==> src/rtl/weight_fifo_to_buf_if.sv <==
// Handshake bundle between the load FIFO, the tile controller and the weight banks.
// The slave modport is the weight_fifo_to_buf side; master is the surrounding system.
interface weight_fifo_to_buf_if #(
    parameter int DW = 32,
    parameter int AW = 12,
    parameter int Tm = 16
) ();
    logic          wbuf_start;
    logic          wbuf_done;
    logic          busy;
    logic [DW-1:0] fifo_rdata;
    logic          fifo_empty;
    logic          fifo_pop;
    logic [Tm-1:0] weight_wena;
    logic [AW-1:0] weight_waddr;
    logic [DW-1:0] weight_wdata;

    modport slave (
        input  wbuf_start, fifo_rdata, fifo_empty,
        output wbuf_done, busy, fifo_pop, weight_wena, weight_waddr, weight_wdata
    );

    modport master (
        output wbuf_start, fifo_rdata, fifo_empty,
        input  wbuf_done, busy, fifo_pop, weight_wena, weight_waddr, weight_wdata
    );
endinterface

==> src/rtl/weight_fifo_to_buf.sv <==
// Drains one weight tile (Tn bursts of Tm*K*K words) from the load FIFO into Tm
// weight banks; bank m gets output channel m at address tn*K*K+kk.
module weight_fifo_to_buf #(
    parameter int CW = 16,
    parameter int AW = 12,
    parameter int DW = 32,
    parameter int Tn = 16,
    parameter int Tm = 16,
    parameter int K  = 3
) (
    input  logic                 clk,
    input  logic                 rst,
    weight_fifo_to_buf_if.slave  bus
);
    localparam int KK    = K * K;
    localparam int TOTAL = Tn * Tm * KK;
    localparam int BW    = (Tm > 1) ? $clog2(Tm) : 1;
    localparam int XW    = (CW > AW) ? CW : AW;

    typedef enum logic [1:0] {IDLE, RUN, DRAIN, DONE} state_t;

    state_t          state_q, state_d;
    logic [CW-1:0]   kk_q, kk_d;
    logic [CW-1:0]   m_q, m_d;
    logic [CW-1:0]   tn_q, tn_d;
    logic [CW-1:0]   pop_cnt_q, pop_cnt_d;
    logic            wr_vld_q, wr_vld_d;
    logic [BW-1:0]   wr_bank_q, wr_bank_d;
    logic [AW-1:0]   wr_addr_q, wr_addr_d;
    logic            done_q, done_d;
    logic            pop;
    logic            last_pop;

    always_ff @(posedge clk or negedge rst) begin
        if (!rst) begin
            state_q   <= IDLE;
            kk_q      <= '0;
            m_q       <= '0;
            tn_q      <= '0;
            pop_cnt_q <= '0;
            wr_vld_q  <= 1'b0;
            wr_bank_q <= '0;
            wr_addr_q <= '0;
            done_q    <= 1'b0;
        end else begin
            state_q   <= state_d;
            kk_q      <= kk_d;
            m_q       <= m_d;
            tn_q      <= tn_d;
            pop_cnt_q <= pop_cnt_d;
            wr_vld_q  <= wr_vld_d;
            wr_bank_q <= wr_bank_d;
            wr_addr_q <= wr_addr_d;
            done_q    <= done_d;
        end
    end

    always_comb begin
        state_d   = state_q;
        kk_d      = kk_q;
        m_d       = m_q;
        tn_d      = tn_q;
        pop_cnt_d = pop_cnt_q;
        wr_vld_d  = 1'b0;
        wr_bank_d = wr_bank_q;
        wr_addr_d = wr_addr_q;

        // The pop-count guard keeps surplus FIFO words for the next tile.
        pop      = (state_q == RUN) && !bus.fifo_empty && (pop_cnt_q < CW'(TOTAL));
        last_pop = pop && (pop_cnt_q == CW'(TOTAL - 1));

        unique case (state_q)
            IDLE:    if (bus.wbuf_start) state_d = RUN;
            RUN:     if (last_pop) state_d = DRAIN;
            DRAIN:   state_d = DONE;
            DONE:    state_d = IDLE;
            default: state_d = IDLE;
        endcase

        if (pop) begin
            wr_vld_d  = 1'b1;
            wr_bank_d = BW'(m_q);
            wr_addr_d = AW'(XW'(tn_q) * XW'(KK) + XW'(kk_q));
            pop_cnt_d = pop_cnt_q + CW'(1);
            if (kk_q == CW'(KK - 1)) begin
                kk_d = '0;
                if (m_q == CW'(Tm - 1)) begin
                    m_d  = '0;
                    tn_d = (tn_q == CW'(Tn - 1)) ? '0 : tn_q + CW'(1);
                end else begin
                    m_d = m_q + CW'(1);
                end
            end else begin
                kk_d = kk_q + CW'(1);
            end
        end

        if (state_q == DONE) begin
            kk_d      = '0;
            m_d       = '0;
            tn_d      = '0;
            pop_cnt_d = '0;
        end

        done_d = (state_d == DONE);
    end

    // Write stage: FIFO data arrives one cycle after the pop, aligned with the request.
    assign bus.fifo_pop     = pop;
    assign bus.busy         = (state_q != IDLE);
    assign bus.wbuf_done    = done_q;
    assign bus.weight_waddr = wr_vld_q ? wr_addr_q : '0;
    assign bus.weight_wdata = wr_vld_q ? bus.fifo_rdata : '0;

    generate
        for (genvar gi = 0; gi < Tm; gi++) begin : g_wena
            assign bus.weight_wena[gi] = wr_vld_q && (wr_bank_q == BW'(gi));
        end
    endgenerate
endmodule
==> src/flat_wrapper.sv <==
// flat-port wrapper written by rule: the top's interface ports become plain ports
module weight_fifo_to_buf_flat 
#(
    parameter int CW = 16,
    parameter int AW = 12,
    parameter int DW = 32,
    parameter int Tn = 16,
    parameter int Tm = 16,
    parameter int K  = 3
)
  (clk, rst, bus_wbuf_start, bus_fifo_rdata, bus_fifo_empty, bus_wbuf_done, bus_busy, bus_fifo_pop, bus_weight_wena, bus_weight_waddr, bus_weight_wdata);
  weight_fifo_to_buf_if #(.DW(DW), .AW(AW), .Tm(Tm)) bus_i ();
  input  logic clk;
  input  logic rst;
  input wire logic [$bits(bus_i.wbuf_start)-1:0] bus_wbuf_start;
  input wire logic [$bits(bus_i.fifo_rdata)-1:0] bus_fifo_rdata;
  input wire logic [$bits(bus_i.fifo_empty)-1:0] bus_fifo_empty;
  output wire logic [$bits(bus_i.wbuf_done)-1:0] bus_wbuf_done;
  output wire logic [$bits(bus_i.busy)-1:0] bus_busy;
  output wire logic [$bits(bus_i.fifo_pop)-1:0] bus_fifo_pop;
  output wire logic [$bits(bus_i.weight_wena)-1:0] bus_weight_wena;
  output wire logic [$bits(bus_i.weight_waddr)-1:0] bus_weight_waddr;
  output wire logic [$bits(bus_i.weight_wdata)-1:0] bus_weight_wdata;
  assign bus_i.wbuf_start = bus_wbuf_start;
  assign bus_i.fifo_rdata = bus_fifo_rdata;
  assign bus_i.fifo_empty = bus_fifo_empty;
  assign bus_wbuf_done = bus_i.wbuf_done;
  assign bus_busy = bus_i.busy;
  assign bus_fifo_pop = bus_i.fifo_pop;
  assign bus_weight_wena = bus_i.weight_wena;
  assign bus_weight_waddr = bus_i.weight_waddr;
  assign bus_weight_wdata = bus_i.weight_wdata;
  weight_fifo_to_buf #(.CW(CW), .AW(AW), .DW(DW), .Tn(Tn), .Tm(Tm), .K(K)) u_core (.clk(clk), .rst(rst), .bus(bus_i));
endmodule
==> config.mk <==
export PLATFORM = sky130hd
export DESIGN_NAME = weight_fifo_to_buf_flat
export DESIGN_NICKNAME = d
export VERILOG_FILES = /design/src/rtl/weight_fifo_to_buf_if.sv /design/src/rtl/weight_fifo_to_buf.sv /design/src/flat_wrapper.sv
export SDC_FILE = /design/constraint.sdc
export NUM_CORES = 1
export LEC_CHECK = 0
export BUFFER_PORTS_ARGS = -buffer_cell sky130_fd_sc_hd__buf_2
export CAP_MARGIN = 10
export CORE_MARGIN = 5
export CORE_UTILIZATION = 50
export CTS_BUF_LIST = sky130_fd_sc_hd__clkbuf_2
export DETAILED_ROUTE_END_ITERATION = 8
export PLACE_DENSITY = 0.85
export SYNTH_ARGS = -nofsm -noshare
export SYNTH_HDL_FRONTEND = slang
export SYNTH_SLANG_ARGS = --single-unit
export TNS_END_PERCENT = 10
==> constraint.sdc <==
create_clock -name clk -period 4.5 [get_ports clk]
set_clock_uncertainty 0.1 [all_clocks]
set_input_delay 0.45 -clock clk [delete_from_list [all_inputs] [get_ports clk]]
set_output_delay 0.45 -clock clk [all_outputs]
set_load 0.02 [all_outputs]
==> run_results.csv, run 1 <==
group,metric,value,unit
floorplan,dieArea,13100,µm²
clock_tree,clock_latency,0.55,ns
place,hpwl,10.2,mm
power,combPwrFrac,21.3,%
detailed_routing,first_pass_iters,5,
clock_tree,cts_resized,0,
cells_and_area,area_growth,12.7,%
yosys,synthXorXnorAreaFrac,3.52,%
floorplan,rows,38,
detailed_routing,initialDrtViolationCount,303,
yosys,yosys_most_used_dff,"dfrtp_1",
global_route,grt_usage,21.1,%
setup_path,reg2reg_from,"u_core.kk_q[0]$_DFFE_PN0P_",
yosys,ys.warnings.count,0,
power,switching_power,0.000600,W
timing,fin_setup_tns,0,ns
global_route,grt_pass1_wl,22.7,mm
yosys,synthAdderAreaFrac,9.09,%
setup_path,critPathArrivalTime,2.94,ns
timing,min_period,3.49,ns
setup_path,crit_type,"reg -> out",
power,clockPowerShare,24.4,%
floorplan,start_util,50.8,%
yosys,synth-seq-cells,84,
yosys,synthTopCellsByArea,"dfrtp_1, ha_1, and2_1",
outcome,status,"finished clean",
floorplan,die_w,115,µm
yosys,synth-compound-area-share,15.0,%
timing,setup_violations,0,
clock_tree,h-tree-depth,3,
setup_path,critPathCaptureType,"primary output",
detailed_routing,routed_wl,13.8,mm
timing,post-route-period-util,77.5,%
timing,finalHoldViolations,0,
timing,rsz0062_at_grt,"false",
power,internal_power,0.00112,W
yosys,synth_top_area_cell,"dfrtp_1",
detailed_routing,wl_per_cell,16.1,µm
cells_and_area,mostFrequentLayoutCell,"buf_2",
yosys,synth_area,5480,µm²
yosys,synth_top_area_share,38.4,%
cells_and_area,final_cell_mix,"buf_2, dfrtp_1, nand2_1",
power,seq_power_share,54.3,%
yosys,yosys.cell_types.count,57,
floorplan,die_h,115,µm
cells_and_area,seqCellArea,2100,µm²
yosys,synth-edff-count,0,
cells_and_area,multi_input_area,3130,µm²
cells_and_area,final_util,57.2,%
clock_tree,numCtsBuffers,9,
global_route,grt_max_degree,85,
power,p_sw_share,34.8,%
floorplan,coreArea,10800,µm²
detailed_routing,avgViaCountPerCell,5.93,
floorplan,ios,99,
yosys,seq_area_frac_synth,38.4,%
setup_path,cp-start-kind,"flip-flop",
detailed_routing,final_antenna_net_count,0,
flow_run,drv_cap,0,
clock_tree,cts_tree,"done",
detailed_routing,via_count,5073,
setup_path,critPathRequiredTime,3.95,ns
yosys,synth.avg_cell_area,8.72,µm²
min_path,min_path_type,"in -> reg",
setup_path,path_max_fanout,20,
clock_tree,clockBufferDepth,2,
global_route,grt_pass1_vias,4740,
yosys,synthMuxAreaShare,0.206,%
yosys,synthesis.nets,699,
yosys,synthCells,628,
cells_and_area,final_nets,782,
cells_and_area,fillerInstances,940,
yosys,synth_top_family_by_area,"simple AND/OR/NAND/NOR gates",
timing,worst_pin_slew,1.06,ns
clock_tree,clkTransAtPathRegs,0.26,ns
place,routabilityCongestion,0.918,
cells_and_area,drive_gt1_share,17.7,%
detailed_routing,drc_errors,0,
yosys,synth_simple_gate_area_share,29.3,%
place,numPortBuffers,98,
clock_tree,cts_root_buf,"clkbuf_2",
timing,final_max_slew_viol_count,0,
cells_and_area,diodes,0,
global_route,overflow,0,
setup_path,worstSetupStartpoint,"u_core.pop_cnt_q[14]$_DFFE_PN0P_",
timing,fmax,287,MHz
clock_tree,clock_sinks,84,
min_path,min_from,"bus_wbuf_start",
power,p_leak,2.92,nW
yosys,ys_async_sr_fraction,100,%
global_route,antenna_found_initial,0,
power,powerDensity,279,nW/µm²
power,ir_worst_vdd,0.000234,V
timing,slew_headroom,29.4,%
-- routing by layer --
metal	global-route usage, %	part of all wire (%)
met5	0	0
met4	5.86	1.6
met3	3.96	8.7
met2	38.0	50
met1	25.8	39
-- metrics by stage --
stage / total power (W) / hold slack (ns) / setup WS (ns) / instances / area, µm²
floorplan: 0.00117 / 0.0544 / 1.88 / 628 / 5480
global placement: 0.00129 / 0.357 / 1.48 / 839 / 6040
detailed placement: 0.00131 / 0.355 / 1.30 / 839 / 6040
CTS: 0.00173 / 0.0444 / 0.982 / 856 / 6170
global route: 0.00183 / 0.0134 / 0.856 / 856 / 6170
finish: 0.00172 / 0.0761 / 1.01 / 856 / 6170
-- power groups by stage --
stage	Sequential (W)	Clock, W	Combinational [W]
2_1_floorplan	0.000912	0	0.000263
3_3_place_gp	0.000936	0	0.000355
3_5_place_dp	0.000944	0	0.000365
4_1_cts	0.000934	0.000429	0.000369
5_1_grt	0.000948	0.000461	0.000417
6_report	0.000935	0.000421	0.000367
-- sequential cells by signal (all words and copies together), names as in the netlist --
signal and count:
u_core.kk_q 16, u_core.state_q 2, u_core.bus.wbuf_done 1, u_core.wr_addr_q 12
u_core.wr_bank_q 4, u_core.wr_vld_q 1, u_core.m_q 16, u_core.pop_cnt_q 16
u_core.tn_q 16
-- cell usage after synthesis, drive strengths merged (4+ instances only) --
| cell | instances |
|---|---|
| nor2b | 7 |
| or4 | 18 |
| and4 | 7 |
| nor4 | 9 |
| nor3b | 7 |
| a21oi | 26 |
| dfrtp | 84 |
| fa | 8 |
| xor2 | 10 |
| inv | 35 |
| o41ai | 4 |
| or3 | 8 |
| and3 | 10 |
| nor3 | 22 |
| buf | 5 |
| nor2 | 40 |
| xnor2 | 12 |
| nand2b | 5 |
| o21a | 4 |
| ha | 27 |
| a211oi | 5 |
| and2 | 47 |
| nand3 | 27 |
| o31ai | 21 |
| nand4 | 14 |
| o21ai | 52 |
| clkbuf | 24 |
| nand2 | 64 |
-- path summary, 6_finish.rpt --
check / endpoint / slack, ns / cells past startpoint
worst max-delay path: bus_fifo_pop / 1.01 / 4
worst min-delay path: u_core.state_q[0]$_DFF_PN0_ / 0.08 / 2
worst max register to register: u_core.tn_q[8]$_DFFE_PN0P_ / 1.19 / 7
worst min register to register: u_core.wr_addr_q[7]$_DFFE_PN0P_ / 0.41 / 2
max in group asynchronous: u_core.wr_addr_q[6]$_DFFE_PN0P_ / 3.13 / 2
min in group asynchronous: u_core.state_q[1]$_DFF_PN0_ / 0.43 / 2
-- logic make-up after synthesis --
kind of cell | count (synthesis)
AND/OR/NAND/NOR | 293
AO/OA/AOI/OAI | 129
flip-flops | 84
buffers and inverters | 64
adder cells (fa/ha/maj) | 35
XOR/XNOR | 22
multiplexers | 1
-- timing repair --
action / in CTS / in global routing
hold buffers: 1 / 0
buffers inserted: 0 / 0
endpoints found under the hold margin: 77 / 0
-- worst max-delay path, stage by stage, from the launching register on --
cell	delay (ns)
dfrtp_1	0.44
or4_4	0.57
or4_1	0.69
inv_2	0.44
buf_2	0.25
-- area by class of cell --
cell class	instances	area share, %
Multi-Input combinational cell	480	50.6
Tap cell	140	2.84
Clock buffer	10	0.811
Inverter	35	2.13
Timing Repair Buffer	101	8.39
Sequential cell	84	34.0
Clock inverter	6	1.16
Note: power is estimated with default switching activity, not from simulation.
==> run 2, diff against run 1 <==
==> constraint.sdc (replaced) <==
create_clock -name clk -period 3.26 [get_ports clk]
set_clock_uncertainty 0.1 [all_clocks]
set_input_delay 0.326 -clock clk [delete_from_list [all_inputs] [get_ports clk]]
set_output_delay 0.326 -clock clk [all_outputs]
set_load 0.02 [all_outputs]
==> run_results.csv, run 2 (synthesis gave the netlist of run 1 again) <==
group,metric,value,unit
clock_tree,clock_latency,0.56,ns
clock_tree,clkTransAtPathRegs,0.21,ns
global_route,overflow,0,
outcome,status,"finished clean",
setup_path,critPathArrivalTime,2.69,ns
setup_path,worstSetupStartpoint,"u_core.pop_cnt_q[14]$_DFFE_PN0P_",
timing,rsz0062_at_grt,"false",
detailed_routing,final_antenna_net_count,0,
detailed_routing,wl_per_cell,16.0,µm
cells_and_area,final_cell_mix,"buf_2, dfrtp_1, nand2_1",
timing,worst_pin_slew,1.06,ns
setup_path,critPathRequiredTime,2.83,ns
clock_tree,numCtsBuffers,9,
floorplan,coreArea,10800,µm²
setup_path,cp_slowest_stage_delay,0.66,ns
flow_run,drv_cap,0,
cells_and_area,layoutNonFillerInstCount,862,
power,p_leak,2.96,nW
place,routabilityCongestion,0.906,
setup_path,cp-start-kind,"flip-flop",
setup_path,path_max_fanout,20,
floorplan,dieArea,13100,µm²
timing,setup_violations,0,
clock_tree,cts_tree,"done",
timing,finalHoldViolations,0,
cells_and_area,area_growth,13.8,%
global_route,grt_pass1_wl,22.8,mm
setup_path,crit_type,"reg -> out",
cells_and_area,final_util,57.7,%
global_route,grt_max_degree,85,
detailed_routing,initialDrtViolationCount,494,
detailed_routing,routed_wl,13.8,mm
timing,slew_headroom,29.6,%
floorplan,die_w,115,µm
global_route,grt_pass1_vias,4833,
floorplan,rows,38,
floorplan,start_util,50.8,%
detailed_routing,via_count,5065,
cells_and_area,drive_gt1_share,18.0,%
detailed_routing,drc_errors,0,
place,dp.cells,845,
setup_path,cpMaxStageDelayCell,"or4_1",
detailed_routing,avgViaCountPerCell,5.88,
min_path,min_path_type,"in -> reg",
place,hpwl,10.3,mm
setup_path,critPathCaptureType,"primary output",
place,numPortBuffers,98,
timing,min_period,3.12,ns
floorplan,ios,99,
clock_tree,clock_sinks,84,
setup_path,reg2reg_from,"u_core.tn_q[1]$_DFFE_PN0P_",
clock_tree,h-tree-depth,3,
timing,fin_setup_tns,0,ns
power,powerDensity,384,nW/µm²
setup_path,cp_cell_sequence,"or4_4 -> or4_1 -> inv_4 -> buf_2",
clock_tree,post_cts_buffers,0,
timing,fmax,321,MHz
min_path,min_from,"bus_fifo_empty",
power,ir_worst_vdd,0.000211,V
global_route,antenna_found_initial,1,
cells_and_area,final_nets,789,
cells_and_area,mostFrequentLayoutCell,"buf_2",
detailed_routing,first_pass_iters,5,
timing,post-route-period-util,95.6,%
floorplan,die_h,115,µm
clock_tree,cts_root_buf,"clkbuf_2",
global_route,grt_usage,21.3,%
timing,final_max_slew_viol_count,0,
clock_tree,clockBufferDepth,2,
## run 2: power breakdown
group	internal [W]	leakage (nW)	switching [W]	total [W]
Combinational	0.000212	1.79	0.000285	0.000498
Clock	0.000250	0.0755	0.000346	0.000596
Sequential	0.00115	1.10	0.000152	0.00130
## run 2: cell type report
| type | instances | area (µm²) |
|---|---|---|
| timing repair buffer | 108 | 573 |
| clock buffer | 11 | 55.1 |
| antenna | 1 | 2.50 |
| multi-input combinational | 480 | 3130 |
| fill | 928 | 4560 |
| inverter | 35 | 134 |
| tap | 140 | 175 |
| clock inverter | 3 | 63.8 |
| sequential | 84 | 2100 |
## run 2: final timing paths
kind                       cells after the start  slack (ns)                              end
min in group asynchronous                      2        0.38  u_core.pop_cnt_q[8]$_DFFE_PN0P_
max in group asynchronous                      2        2.01      u_core.tn_q[13]$_DFFE_PN0P_
max                                            4        0.14                     bus_fifo_pop
min reg2reg                                    2        0.39  u_core.wr_addr_q[2]$_DFFE_PN0P_
min                                            4        0.04      u_core.state_q[1]$_DFF_PN0_
max reg2reg                                    8        0.30  u_core.wr_addr_q[9]$_DFFE_PN0P_
## run 2: timing repair
action                                  4_1_cts  5_1_grt
hold buffers                                  2        0
hold endpoints to repair                     85        0
resized for setup                             1        0
endpoints found under the setup margin        1        0
## run 2: worst max-delay path: cells and delay by family (launching register included)
kind | cells | cell delay [ns]
simple gates | 2 | 1.23
flops | 1 | 0.42
buf+inv | 2 | 0.48
## run 2: routing by layer
layer  GRT usage (%)  wire [µm]  vias to the layer above
met1            26.3       5640                     2412
met4            8.79        387                        0
met5               0          0                        -
li1                -          -                     2425
met3            3.96       1040                       33
met2            36.5       6760                      195
## run 2: stage by stage
stage	area (µm²)	power, W	setup slack [ns]	hold slack [ns]
finish	6230	0.00239	0.142	0.0426
global route	6230	0.00254	0.0404	0.0427
CTS	6230	0.00241	0.0967	0.0150
detailed placement	6090	0.00182	0.386	0.355
global placement	6090	0.00179	0.539	0.354
floorplan	5480	0.00162	0.655	-0.0696
